**config.mk**
```make
export PLATFORM = sky130hd
export DESIGN_NAME = alu_uart_interface
export DESIGN_NICKNAME = d
export VERILOG_FILES = /design/src/rtl/alu_uart_interface.sv
export SDC_FILE = /design/constraint.sdc
export NUM_CORES = 1
export LEC_CHECK = 0
export ABC_AREA = 1
export CAP_MARGIN = 40
export CORE_UTILIZATION = 41
export DETAILED_ROUTE_END_ITERATION = 6
export GPL_ROUTABILITY_DRIVEN = 0
export PLACE_DENSITY = 0.83
export SLEW_MARGIN = 15
export SYNTH_ARGS = -nofsm -noshare
export SYNTH_HDL_FRONTEND = slang
export SYNTH_SLANG_ARGS = --single-unit
```
**constraint.sdc**
```tcl
create_clock -name i_clk -period 1.9 [get_ports i_clk]
set_input_delay 0.475 -clock i_clk [delete_from_list [all_inputs] [get_ports i_clk]]
set_output_delay 0.475 -clock i_clk [all_outputs]
set_load 0.01 [all_outputs]
```
**src/rtl/alu_uart_interface.sv**
```systemverilog
// Collects operand A, operand B and opcode bytes from uart_rx, then sends the ALU result to uart_tx.
// o_tx_start pulses two cycles after the opcode tick; bytes arriving while a result is in flight are dropped. Timeout: ALU_IF_TIMEOUT_EN.
module alu_uart_interface #(
  parameter int NB_DATA        = 8,
  parameter int NB_OP          = 6,
  parameter int TIMEOUT_CYCLES = 100000
) (
  input  logic               i_clk,
  input  logic               i_reset,
  input  logic               i_rx_done_tick,
  input  logic [NB_DATA-1:0] i_rx_data,
  input  logic [NB_DATA-1:0] i_alu_result,
  input  logic               i_tx_done_tick,
  output logic [NB_DATA-1:0] o_data_a,
  output logic [NB_DATA-1:0] o_data_b,
  output logic [NB_OP-1:0]   o_opcode,
  output logic               o_tx_start,
  output logic [NB_DATA-1:0] o_tx_data,
  output logic               o_error
);

  typedef enum logic [2:0] {S_A, S_B, S_OP, S_SEND, S_WAIT} state_t;

  state_t state;

`ifdef ALU_IF_TIMEOUT_EN
  localparam int CNT_W = (TIMEOUT_CYCLES > 1) ? $clog2(TIMEOUT_CYCLES) : 1;
  localparam logic [CNT_W-1:0] CNT_LAST = CNT_W'(TIMEOUT_CYCLES - 1);

  logic [CNT_W-1:0] to_cnt;
  logic             mid_frame;
  logic             timeout_hit;

  // A byte landing on the expiry cycle suppresses the timeout.
  assign mid_frame   = (state == S_B) || (state == S_OP);
  assign timeout_hit = mid_frame && !i_rx_done_tick && (to_cnt == CNT_LAST);
`endif

  always_ff @(posedge i_clk or posedge i_reset) begin
    if (i_reset) begin
      state      <= S_A;
      o_data_a   <= '0;
      o_data_b   <= '0;
      o_opcode   <= '0;
      o_tx_data  <= '0;
      o_tx_start <= 1'b0;
`ifdef ALU_IF_TIMEOUT_EN
      o_error    <= 1'b0;
      to_cnt     <= '0;
`endif
    end else begin
      o_tx_start <= 1'b0;
`ifdef ALU_IF_TIMEOUT_EN
      o_error <= 1'b0;
      if (!mid_frame || i_rx_done_tick || timeout_hit) begin
        to_cnt <= '0;
      end else begin
        to_cnt <= to_cnt + 1'b1;
      end
`endif
      case (state)
        S_A: begin
          if (i_rx_done_tick) begin
            o_data_a <= i_rx_data;
            state    <= S_B;
          end
        end
        S_B: begin
          if (i_rx_done_tick) begin
            o_data_b <= i_rx_data;
            state    <= S_OP;
          end
        end
        S_OP: begin
          if (i_rx_done_tick) begin
            o_opcode <= i_rx_data[NB_OP-1:0];
            state    <= S_SEND;
          end
        end
        S_SEND: begin
          o_tx_data  <= i_alu_result;
          o_tx_start <= 1'b1;
          state      <= S_WAIT;
        end
        S_WAIT: begin
          o_tx_start <= 1'b0;
          if (i_tx_done_tick) begin
            state <= S_A;
          end
        end
        default: state <= S_A;
      endcase
`ifdef ALU_IF_TIMEOUT_EN
      if (timeout_hit) begin
        state   <= S_A;
        o_error <= 1'b1;
      end
`endif
    end
  end

`ifndef ALU_IF_TIMEOUT_EN
  // TIMEOUT_CYCLES is inert here; the comparison is always false for a sane value.
  assign o_error = (TIMEOUT_CYCLES < 0) ? 1'b1 : 1'b0;
`endif

endmodule
```
==> out/metrics.json <==
{
  "hold_path_cell_cnt": {"value": 2},
  "p_switching": {"value": 1.23, "unit": "mW"},
  "insertedDiodeCount": {"value": 0},
  "start_util": {"value": 42.8, "unit": "%"},
  "final_net_count": {"value": 230},
  "internal_power": {"value": 1.98, "unit": "mW"},
  "cts_buffer_count": {"value": 5},
  "achievable-frequency": {"value": 578, "unit": "MHz"},
  "pwr-share-seq": {"value": 41.1, "unit": "%"},
  "route.antenna.remaining_nets": {"value": 0},
  "clock_insertion_delay_worst_skew": {"value": 0.33, "unit": "ns"},
  "dieWidth": {"value": 61.3, "unit": "microns"},
  "number_of_global_route_vias_before_repair": {"value": 1172},
  "met2_usage": {"value": 31.7, "unit": "%"},
  "clock_skew": {"value": 0.00450, "unit": "ns"},
  "async_reset_ff_share": {"value": 100, "unit": "%"},
  "clock-root-buffer": {"value": "sky130_fd_sc_hd__clkbuf_4"},
  "hold-worst-slack": {"value": 0.475, "unit": "ns"},
  "clockBufferDepth": {"value": 2},
  "final_critical_path_share_of_the_clock_period": {"value": 91.1, "unit": "%"},
  "origin_of_the_worst_min_delay_path": {"value": "o_data_b[3]"},
  "share_clk_of_total_power": {"value": 11.1, "unit": "%"},
  "avgSynthCellArea": {"value": 9.23, "unit": "sq um"},
  "cts-htree-levels": {"value": 2},
  "timing.critical_path.required": {"value": 1.42, "unit": "ns"},
  "setup-tns-final": {"value": 0, "unit": "ns"},
  "synth_cell_types": {"value": 16},
  "critical_path.endpoint_type": {"value": "primary output"},
  "fp.dieH": {"value": 61.3, "unit": "microns"},
  "synth_fp_nets": {"value": 176},
  "detail_route.wirelength": {"value": 3.12, "unit": "mm"},
  "stdcell_count": {"value": 256},
  "hold_viol_final": {"value": 0},
  "syn-cell-area": {"value": 1440, "unit": "sq um"},
  "ctsResizeCount": {"value": 0},
  "ys_seq_area_share": {"value": 59.1, "unit": "%"},
  "groute.usage.overall": {"value": 19.1, "unit": "%"},
  "regToRegEndpoint": {"value": "o_tx_data[5]"},
  "critical_path_class": {"value": "reg2out"},
  "comb_power_share": {"value": 47.9, "unit": "%"},
  "critical_path_cell_list": {"value": "clkdlybuf4s50_1"},
  "synth_top_cell_area_share": {"value": 59.1, "unit": "%"},
  "coreArea": {"value": 3360, "unit": "sq um"},
  "fin_crit": {"value": 1.73, "unit": "ns"},
  "synth_edf_count": {"value": 0},
  "cts_post_setup_buffers_inserted": {"value": 0},
  "dr.pass1.iters": {"value": 4},
  "count_of_cells_along_the_worst_register_to_register_path": {"value": 5},
  "synth_flop_cell": {"value": "sky130_fd_sc_hd__dfrtp_1"},
  "ys.warnings.count": {"value": 0},
  "numPortBuffers": {"value": 50},
  "globalRouteMet1Util": {"value": 22.0, "unit": "%"},
  "rows": {"value": 21},
  "grt_busiest_layer": {"value": "met2"},
  "worstReg2RegStart": {"value": "state[1]"},
  "grt_util_met3": {"value": 7.56, "unit": "%"},
  "cp_data_arrival_time": {"value": 1.26, "unit": "ns"},
  "synth_area_leaders": {"value": "sky130_fd_sc_hd__dfrtp_1 59%, sky130_fd_sc_hd__nand2_1 20%, sky130_fd_sc_hd__nand3_1 6.3%, sky130_fd_sc_hd__buf_6 3.1%, sky130_fd_sc_hd__nand4_1 2.6%"},
  "hp-class": {"value": "reg2reg"},
  "wl_per_cell": {"value": 12.2, "unit": "microns"},
  "grt_max_degree": {"value": 35},
  "grt.overflow.total": {"value": 0},
  "antenna_violations_before_repair": {"value": 0},
  "cellPowerDensity": {"value": 1600, "unit": "nW/um^2"},
  "place_hpwl": {"value": 2.35, "unit": "mm"},
  "worst_setup_path_start_kind": {"value": "register"},
  "p_sw_share": {"value": 38.3, "unit": "%"},
  "placed_cells_incl_taps": {"value": 249},
  "clock_tree_from_tritoncts": {"value": "yes"},
  "run_status": {"value": "finished, final reports clean"},
  "final-max-slew-violation-count": {"value": 0},
  "timing.critical_path.slowest_stage_cell": {"value": "sky130_fd_sc_hd__clkdlybuf4s50_1"},
  "vias": {"value": 1233},
  "wire_length_of_the_first_global_routing_pass": {"value": 5.11, "unit": "mm"},
  "power.total": {"value": 3.20, "unit": "mW"},
  "design.die.area": {"value": 3750, "unit": "sq um"},
  "timing.critical_path.fanout_max": {"value": 2},
  "critPathTopFamily": {"value": "buffers and inverters"},
  "pin_count": {"value": 52},
  "power_leakage": {"value": 0.999, "unit": "nW"},
  "netlist.top_cell.by_area": {"value": "sky130_fd_sc_hd__dfrtp_1"},
  "cts.hold.buffers_added": {"value": 0},
  "drt_first_iter_violations": {"value": 44},
  "timing.critical_path.slowest_cell_delay": {"value": 0.55, "unit": "ns"},
  "vdd_ir_drop_max": {"value": 0.718, "unit": "mV"},
  "number_of_vias_per_cell_after_detailed_routing": {"value": 4.82},
  "final.fill_count": {"value": 319},
  "postSynthCellCount": {"value": 156},
  "flow.area_growth_from_synthesis": {"value": 39.3, "unit": "%"},
  "drc_errors": {"value": 0},
  "path_buf_inv": {"value": 1},
  "clk_pin_slew": {"value": 0.09, "unit": "ns"},
  "number_of_flip_flops_and_latches_in_the_synthesized_netlist": {"value": 34},
  "maxCapViolCount": {"value": 0},
  "clock-sinks": {"value": 34},
  "layout-drive-gt1-share": {"value": 8.10, "unit": "%"},
  "ys_top_cells_by_count": {"value": "75 x sky130_fd_sc_hd__nand2_1, 34 x sky130_fd_sc_hd__dfrtp_1, 18 x sky130_fd_sc_hd__nand3_1"},
  "most_frequently_used_cell_type_in_the_post_synthesis_netlist": {"value": "sky130_fd_sc_hd__nand2_1"},
  "grt_setup_unrepaired": {"value": "no"},
  "hold_path_end": {"value": "o_data_b[3]"},
  "regToRegSetupSlack": {"value": 0.52, "unit": "ns"},
  "timing.final.setup_violations": {"value": 0}
}
-- layer usage --
layer	up-vias	part of all wire, %
met4	0	2.2
met2	55	47
li1	608	-
met5	-	0
met1	563	41
met3	7	9.5
-- metrics by stage --
stage,instance area [sq um],setup WS (ns),util (%)
CTS,2010,0.146,59.6
detailed placement,1960,0.164,58.3
global placement,1960,0.216,58.3
floorplan,1440,0.677,-
global route,2010,0.108,59.6
finish,2010,0.169,59.6
-- state kept, by name, summed over array words and instances (netlist names) --
register / cells
o_data_b: 8
o_data_a: 8
o_tx_start: 1
o_tx_data: 8
state: 3
o_opcode: 6
-- power by group through the flow --
stage	logic (mW)	registers (mW)	clock network (mW)
global route	1.72	1.36	0.403
global placement	1.50	1.32	0
detailed placement	1.55	1.33	0
CTS	1.56	1.32	0.370
floorplan	0.711	1.42	0
finish	1.53	1.32	0.355
-- worst reg2reg max path: cells and delay by family, from the launching register on --
kind	cells	cell delay, ns
flops	1	0.65
buf+inv	1	0.13
simple gates	4	0.50
-- worst max path at each step --
stage / start / depth (start not counted) / slack (ns) / to
2_1_floorplan: i_reset / 1 / 0.68 / o_data_a[0]
3_3_place_gp: i_rx_done_tick / 6 / 0.22 / o_data_a[3]
3_5_place_dp: i_rx_done_tick / 6 / 0.16 / o_data_a[6]
4_1_cts: o_data_a[3] / 1 / 0.15 / o_data_a[3]
5_1_grt: o_data_b[1] / 1 / 0.11 / o_data_b[1]
6_report: o_data_a[3] / 1 / 0.17 / o_data_a[3]
-- area by class of cell --
type / instances / area, sq um / share of cell area [%]
flip-flops and latches: 34 / 851 / 42.4
well taps: 46 / 57.6 / 2.87
clock buffers: 7 / 45.0 / 2.25
multi-input cells: 111 / 512 / 25.5
repair buffers: 52 / 515 / 25.7
inverters: 6 / 25.0 / 1.25
-- cells by family (layout without fill, tap and decap cells) --
family | after synthesis | in the layout | share of synthesized area (%)
buffers and inverters | 11 | 65 | 5.39
DFF | 34 | 34 | 59.1
other | 1 | 1 | 0.260
and+or+nand+nor | 110 | 110 | 35.3
-- cell usage in the layout, fill, tap and decap left out --
| master | count |
|---|---|
| sky130_fd_sc_hd__buf_4 | 2 |
| sky130_fd_sc_hd__nand4_1 | 6 |
| sky130_fd_sc_hd__clkbuf_1 | 2 |
| sky130_fd_sc_hd__nor2_4 | 3 |
| sky130_fd_sc_hd__nor2_8 | 1 |
| sky130_fd_sc_hd__nand3_2 | 1 |
| sky130_fd_sc_hd__clkbuf_4 | 5 |
| sky130_fd_sc_hd__inv_1 | 4 |
| sky130_fd_sc_hd__dfrtp_1 | 34 |
| sky130_fd_sc_hd__nor2_1 | 3 |
| sky130_fd_sc_hd__conb_1 | 1 |
| sky130_fd_sc_hd__nand3_1 | 18 |
| sky130_fd_sc_hd__nand2_4 | 1 |
| sky130_fd_sc_hd__nand2_1 | 75 |
| sky130_fd_sc_hd__clkdlybuf4s50_1 | 50 |
| sky130_fd_sc_hd__inv_4 | 1 |
| sky130_fd_sc_hd__inv_2 | 1 |
| sky130_fd_sc_hd__nand2_2 | 2 |
No activity file was read; power rests on OpenSTA's default activity.
